==> src/rtl/nn_ctrl_pkg.sv <==
// Shared types and constants for the inference sequencer.
//   seq_state_t : sequencer FSM encoding
//   res_t       : one scored result (prediction, image index, hit flag)
//   sat_inc     : saturating increment used by the hit counter
package nn_ctrl_pkg;

  localparam int ADDR_W = 32;
  localparam int IDX_W  = 16;

  typedef enum logic [2:0] {
    S_IDLE,
    S_LOAD,
    S_SETTLE,
    S_CAPTURE,
    S_EMIT,
    S_DONE
  } seq_state_t;

  typedef struct packed {
    logic [31:0]      pred;
    logic [IDX_W-1:0] idx;
    logic             hit;
  } res_t;

  function automatic logic [IDX_W-1:0] sat_inc(input logic [IDX_W-1:0] v);
    return (v == {IDX_W{1'b1}}) ? v : v + 1'b1;
  endfunction

endpackage

==> src/rtl/inference_sequencer_settle_timer.sv <==
// settle_timer: loadable down-counter with a zero flag, used to pace
// fixed wait intervals.
//   clk, rst  : clock, synchronous active-high reset (count -> 0)
//   load      : count <= load_val (has priority over dec)
//   load_val  : reload value
//   dec       : decrement, stopping at zero
//   cnt, zero : current count and (cnt == 0)
module settle_timer #(
  parameter int W = 16
) (
  input  logic         clk,
  input  logic         rst,
  input  logic         load,
  input  logic [W-1:0] load_val,
  input  logic         dec,
  output logic [W-1:0] cnt,
  output logic         zero
);

  always_ff @(posedge clk) begin
    if (rst)                   cnt <= '0;
    else if (load)             cnt <= load_val;
    else if (dec && cnt != '0) cnt <= cnt - 1'b1;
  end

  assign zero = (cnt == '0);

endmodule

==> src/rtl/inference_sequencer.sv <==
// inference_sequencer: walks NUM_IMAGES images through the memory reader /
// combinational net, captures and scores each prediction and hands it out on
// a valid/ready port while counting correct predictions.
//   clk, rst            : clock, synchronous active-high reset
//   start               : 1-cycle pulse, starts a run from IDLE or DONE
//   img_addr            : image word address, BASE_ADDR + idx*IN_WIDTH
//   net_out             : net prediction, sampled in CAPTURE only
//   lbl_addr / lbl_data : label ROM address (= idx) and returned label
//   res_valid/res_ready : result handshake
//   res_pred/idx/hit    : captured prediction, its image index, hit flag
//   busy, done          : run in progress / run finished
//   hit_count           : saturating count of hits in the current/last run
module inference_sequencer
  import nn_ctrl_pkg::*;
#(
  parameter int unsigned IN_WIDTH      = 784,
  parameter int unsigned NUM_IMAGES    = 16,
  parameter int unsigned SETTLE_CYCLES = 4,
  parameter logic [31:0] BASE_ADDR     = 32'h0
) (
  input  logic              clk,
  input  logic              rst,
  input  logic              start,
  output logic [ADDR_W-1:0] img_addr,
  input  logic [31:0]       net_out,
  output logic [31:0]       lbl_addr,
  input  logic [31:0]       lbl_data,
  output logic              res_valid,
  input  logic              res_ready,
  output logic [31:0]       res_pred,
  output logic [IDX_W-1:0]  res_idx,
  output logic              res_hit,
  output logic              busy,
  output logic              done,
  output logic [IDX_W-1:0]  hit_count
);

  localparam int TMR_W = 16;
  localparam logic [IDX_W-1:0] LAST_IDX = IDX_W'(NUM_IMAGES - 1);
  localparam logic [TMR_W-1:0] SETTLE_LD = TMR_W'(SETTLE_CYCLES - 1);

  seq_state_t       state, nstate;
  logic [IDX_W-1:0] idx;
  res_t             res;
  logic             hit_now;
  logic             tmr_zero;
  logic [TMR_W-1:0] tmr_cnt;

  // Loaded in LOAD with SETTLE_CYCLES-1, so SETTLE lasts exactly
  // SETTLE_CYCLES cycles before the zero flag releases it.
  settle_timer #(.W(TMR_W)) u_settle (
    .clk      (clk),
    .rst      (rst),
    .load     (state == S_LOAD),
    .load_val (SETTLE_LD),
    .dec      (state == S_SETTLE),
    .cnt      (tmr_cnt),
    .zero     (tmr_zero)
  );

  assign hit_now = (net_out == lbl_data);

  always_ff @(posedge clk) begin
    if (rst) state <= S_IDLE;
    else     state <= nstate;
  end

  always_comb begin
    nstate = state;
    case (state)
      S_IDLE, S_DONE: if (start) nstate = S_LOAD;
      S_LOAD:         nstate = S_SETTLE;
      S_SETTLE:       if (tmr_zero) nstate = S_CAPTURE;
      S_CAPTURE:      nstate = S_EMIT;
      S_EMIT:         if (res_ready) nstate = (idx == LAST_IDX) ? S_DONE : S_LOAD;
      default:        nstate = S_IDLE;
    endcase
  end

  always_ff @(posedge clk) begin
    if (rst) begin
      idx       <= '0;
      img_addr  <= BASE_ADDR;
      lbl_addr  <= '0;
      res       <= '0;
      res_valid <= 1'b0;
      hit_count <= '0;
    end else begin
      case (state)
        S_IDLE, S_DONE: begin
          if (start) begin
            idx       <= '0;
            hit_count <= '0;
          end
        end
        S_LOAD: begin
          // Constant multiply; the sum wraps mod 2^32 by width.
          img_addr <= BASE_ADDR + ADDR_W'(idx) * ADDR_W'(IN_WIDTH);
          lbl_addr <= 32'(idx);
        end
        S_CAPTURE: begin
          res.pred  <= net_out;
          res.idx   <= idx;
          res.hit   <= hit_now;
          res_valid <= 1'b1;
          if (hit_now) hit_count <= sat_inc(hit_count);
        end
        S_EMIT: begin
          if (res_ready) begin
            res_valid <= 1'b0;
            if (idx != LAST_IDX) idx <= idx + 1'b1;
          end
        end
        default: ;
      endcase
    end
  end

  assign res_pred = res.pred;
  assign res_idx  = res.idx;
  assign res_hit  = res.hit;
  assign busy     = (state != S_IDLE) && (state != S_DONE);
  assign done     = (state == S_DONE);

endmodule
==> config.mk <==
export PLATFORM = sky130hd
export DESIGN_NAME = inference_sequencer
export DESIGN_NICKNAME = d
export VERILOG_FILES = /design/src/rtl/nn_ctrl_pkg.sv /design/src/rtl/inference_sequencer_settle_timer.sv /design/src/rtl/inference_sequencer.sv
export SDC_FILE = /design/constraint.sdc
export NUM_CORES = 1
export LEC_CHECK = 0
export BUFFER_PORTS_ARGS = -buffer_cell sky130_fd_sc_hd__buf_2
export CORE_MARGIN = 3
export CORE_UTILIZATION = 35
export CTS_CLUSTER_DIAMETER = 80
export CTS_CLUSTER_SIZE = 25
export DETAILED_ROUTE_END_ITERATION = 10
export PLACE_DENSITY_LB_ADDON = 0.25
export SYNTH_ARGS = -nofsm -noshare
export SYNTH_HDL_FRONTEND = slang
export SYNTH_SLANG_ARGS = --single-unit
==> constraint.sdc <==
create_clock -name clk -period 9.3 [get_ports clk]
set_input_delay 2.325 -clock clk [delete_from_list [all_inputs] [get_ports clk]]
set_output_delay 2.325 -clock clk [all_outputs]
set_load 0.05 [all_outputs]
==> impl_metrics.csv <==
group,metric,value,unit
sta,skew,0.007453,ns
place,place.gp.congestion,0.9021,
die,core.rowCount,53,
status,status,"finished clean",
place,portBuffers,173,
clocking,cts_buffer_depth,2,
clocking,htree_num_levels,4,
sta,hold_viol_final,0,
logic_synthesis,yosys_warnings,0,
logic_synthesis,synth_most_common_cell,"nand2_1",
power,clkPwrFrac,39.4,%
logic_synthesis,synth_cells,933,
logic_synthesis,yosysTopAreaCell,"dfxtp_1",
finish,antennaDiodeCount,0,
global_route,grt_start_max_net_pins,59,
sta,finalSetupViolations,0,
sta,fin_crit,4.255,ns
power,switching_share,33.97,%
sta,rsz0062_at_grt,"false",
die,core,21150,µm²
global_route,antenna_found_initial,0,
logic_synthesis,synthAdderAreaFrac,13.20,%
logic_synthesis,synth_xor_area_share,8.453,%
clocking,cts_root_buffer,"clkbuf_16",
sta,fin_crit_sh,45.76,%
finish,n_fill_cell,2173,
clocking,cts_tree,"built",
worst_setup_path,arrival,4.61,ns
power,p_comb_share,25.3,%
worst_setup_path,startpoint_type,"input port",
logic_synthesis,yosys-top-cells-count,"nand2_1, dfxtp_1, a21oi_1",
worst_setup_path,cp_max_fo,9,
route,wl_per_cell,14.28,µm
global_route,grt_overflow,0,
power,finalPower,1.875,mW
logic_synthesis,synth_top_family_by_area,"simple AND/OR/NAND/NOR gates",
logic_synthesis,ys_seq_area_share,35.73,%
global_route,grt_pass1_vias,6006,
route,first_iter_violations,365,
flow_run,maxCapViolations,0,
sta,maxSlewViolCount,0,
logic_synthesis,muxShareOfSynthArea,0.4136,%
clocking,clk_pin_slew,0.06,ns
logic_synthesis,synth_edf_count,0,
clocking,numCtsBuffers,17,
power,switching_power,637.2,µW
logic_synthesis,netlist-cell-type-count,57,
route,drc,0,
sta,final.setup.tns,0,ns
worst_setup_path,worstSetupEndpointType,"flip-flop",
logic_synthesis,synth_area_leaders,"dfxtp_1, ha_1, nand2_1, a21oi_1, xor2_1",
logic_synthesis,syn_area,7564,µm²
logic_synthesis,syn_area_per_cell,8.107,µm²
clocking,insertion_delay,0.42,ns
sta,relSlewSlack,42.05,%
route,ant_nets,0,
die,io_pins,200,
route,drt-total-wl,19610,µm
die,dieWidth,153.0,µm
route,vias,6671,
logic_synthesis,async_flop_share,0,%
clocking,cts_resized,0,
clocking,cts_setup_buffers,0,
logic_synthesis,yosys.area_share.simple,20.83,%
route,via_per_inst,4.859,
worst_setup_path,criticalPathCategory,"in2reg",
logic_synthesis,synth_top_cell_area_share,35.73,%
clocking,holdBufCountCts,0,
global_route,grt_pass1_wl,31420,µm
die,start_util,35.75,%
logic_synthesis,synthFlopType,"dfxtp_1",
sta,tightestPinTransition,0.8621,ns
min_path,hp-class,"reg2reg",
power,ir_drop,0.0001132,V
clocking,cts_sinks,135,
die,die_area,23410,µm²
power,p_leak,4.238,nW
finish,syn_to_final_growth,21.27,%
route,first_pass_iters,4,
die,die_h,153.0,µm
logic_synthesis,synth-seq-cells,135,
sta,clock.fmax,235.0,MHz
finish,num-nets-final,1229,
worst_setup_path,crit_required,9.66,ns
global_route,grt.total_usage,16.31,%
power,pwr-share-seq,35.3,%
finish,layout-drive-gt1-share,19.76,%
power,power_density,204.5,nW/µm²
power,p_int,1.238,mW
logic_synthesis,synth_compound_area_share,13.55,%
place,dp_hpwl,14280,µm
[metrics by stage]
| step | worst slack (ns) | utilization (%) | hold WS [ns] | instance area, µm² | instances |
|---|---|---|---|---|---|
| 2_1_floorplan | 5.067 | - | 0.4707 | 7657 | 958 |
| 3_3_place_gp | 4.694 | 40.32 | 0.4386 | 8529 | 1342 |
| 3_5_place_dp | 4.633 | 40.32 | 0.4412 | 8529 | 1342 |
| 4_1_cts | 5.069 | 43.36 | 0.4517 | 9173 | 1373 |
| 5_1_grt | 4.895 | 43.36 | 0.4686 | 9173 | 1373 |
| 6_report | 5.045 | 43.36 | 0.4485 | 9173 | 1373 |
[power groups by stage]
| stage | sequential, mW | clock [mW] | combinational (mW) |
|---|---|---|---|
| 5_1_grt | 0.671 | 0.783 | 0.526 |
| 6_report | 0.663 | 0.738 | 0.475 |
| 3_5_place_dp | 0.676 | 0 | 0.478 |
| 4_1_cts | 0.663 | 0.756 | 0.482 |
| 2_1_floorplan | 0.725 | 0 | 0.317 |
| 3_3_place_gp | 0.675 | 0 | 0.478 |
[final cells by class]
type                            count  area [µm²]  area share [%]
Multi-Input combinational cell    699        4370           47.65
Sequential cell                   135        2703           29.46
Timing Repair Buffer              178       905.9           9.876
Clock buffer                       19       442.9           4.829
Tap cell                          275       344.1           3.751
Inverter                           55       206.4           2.251
Clock inverter                     12       200.2           2.183
[per-layer routing]
metal  track usage, %  share of wire, %
met1            22.67                48
met2            25.44                46
met3            3.794               4.5
met4            4.625               1.0
met5                0                 0
[cell families (layout without fill, tap and decap cells)]
logic type      after synthesis  count (layout)
compound gates              171             171
flops                       135             135
other cells                   1              26
fa+ha+maj                    75              75
simple gates                351             351
buf+inv                     124             264
mux                           3               3
xor+xnor                     73              73
[critical path: stages]
cell and delay, ns:
buf_2 0.12, xor2_1 0.16, nor4_1 0.33, nand4_1 0.35
or2_1 0.44, or3_1 0.39, or4_1 0.40, nand3_1 0.09
[flip-flops by register name (all words and copies together), names as in the netlist]
name,flops
res_pred,32
img_addr,18
hit_count,16
idx,16
lbl_addr,16
res_idx,16
u_settle.cnt,16
state,3
res_hit,1
res_valid,1
[cell usage in the layout (no fill, tap or decap), types with 5 or more instances in the layout]
cell type / instances
ha_1: 67
conb_1: 26
xor2_1: 45
inv_1: 55
nor2_1: 63
and3_1: 8
buf_2: 172
nand4_1: 11
nor3_1: 13
buf_4: 6
o21ai_0: 22
nand3_1: 18
a21o_1: 7
or3_1: 7
nor2b_1: 6
a211o_1: 5
clkbuf_16: 17
dfxtp_1: 135
bufinv_16: 5
fa_1: 8
a21oi_1: 97
nor4_1: 16
nand2_1: 182
xnor2_1: 28
[final timing paths]
kind | from | end | slack, ns | depth (start not counted)
max reg2reg | idx[5] | img_addr[24] | 5.37 | 14
min | img_addr[20] | img_addr[20] | 0.45 | 2
max | net_out[2] | hit_count[3] | 5.04 | 8
min reg2reg | img_addr[20] | img_addr[20] | 0.45 | 2
No activity file was read; power rests on OpenSTA's default activity.
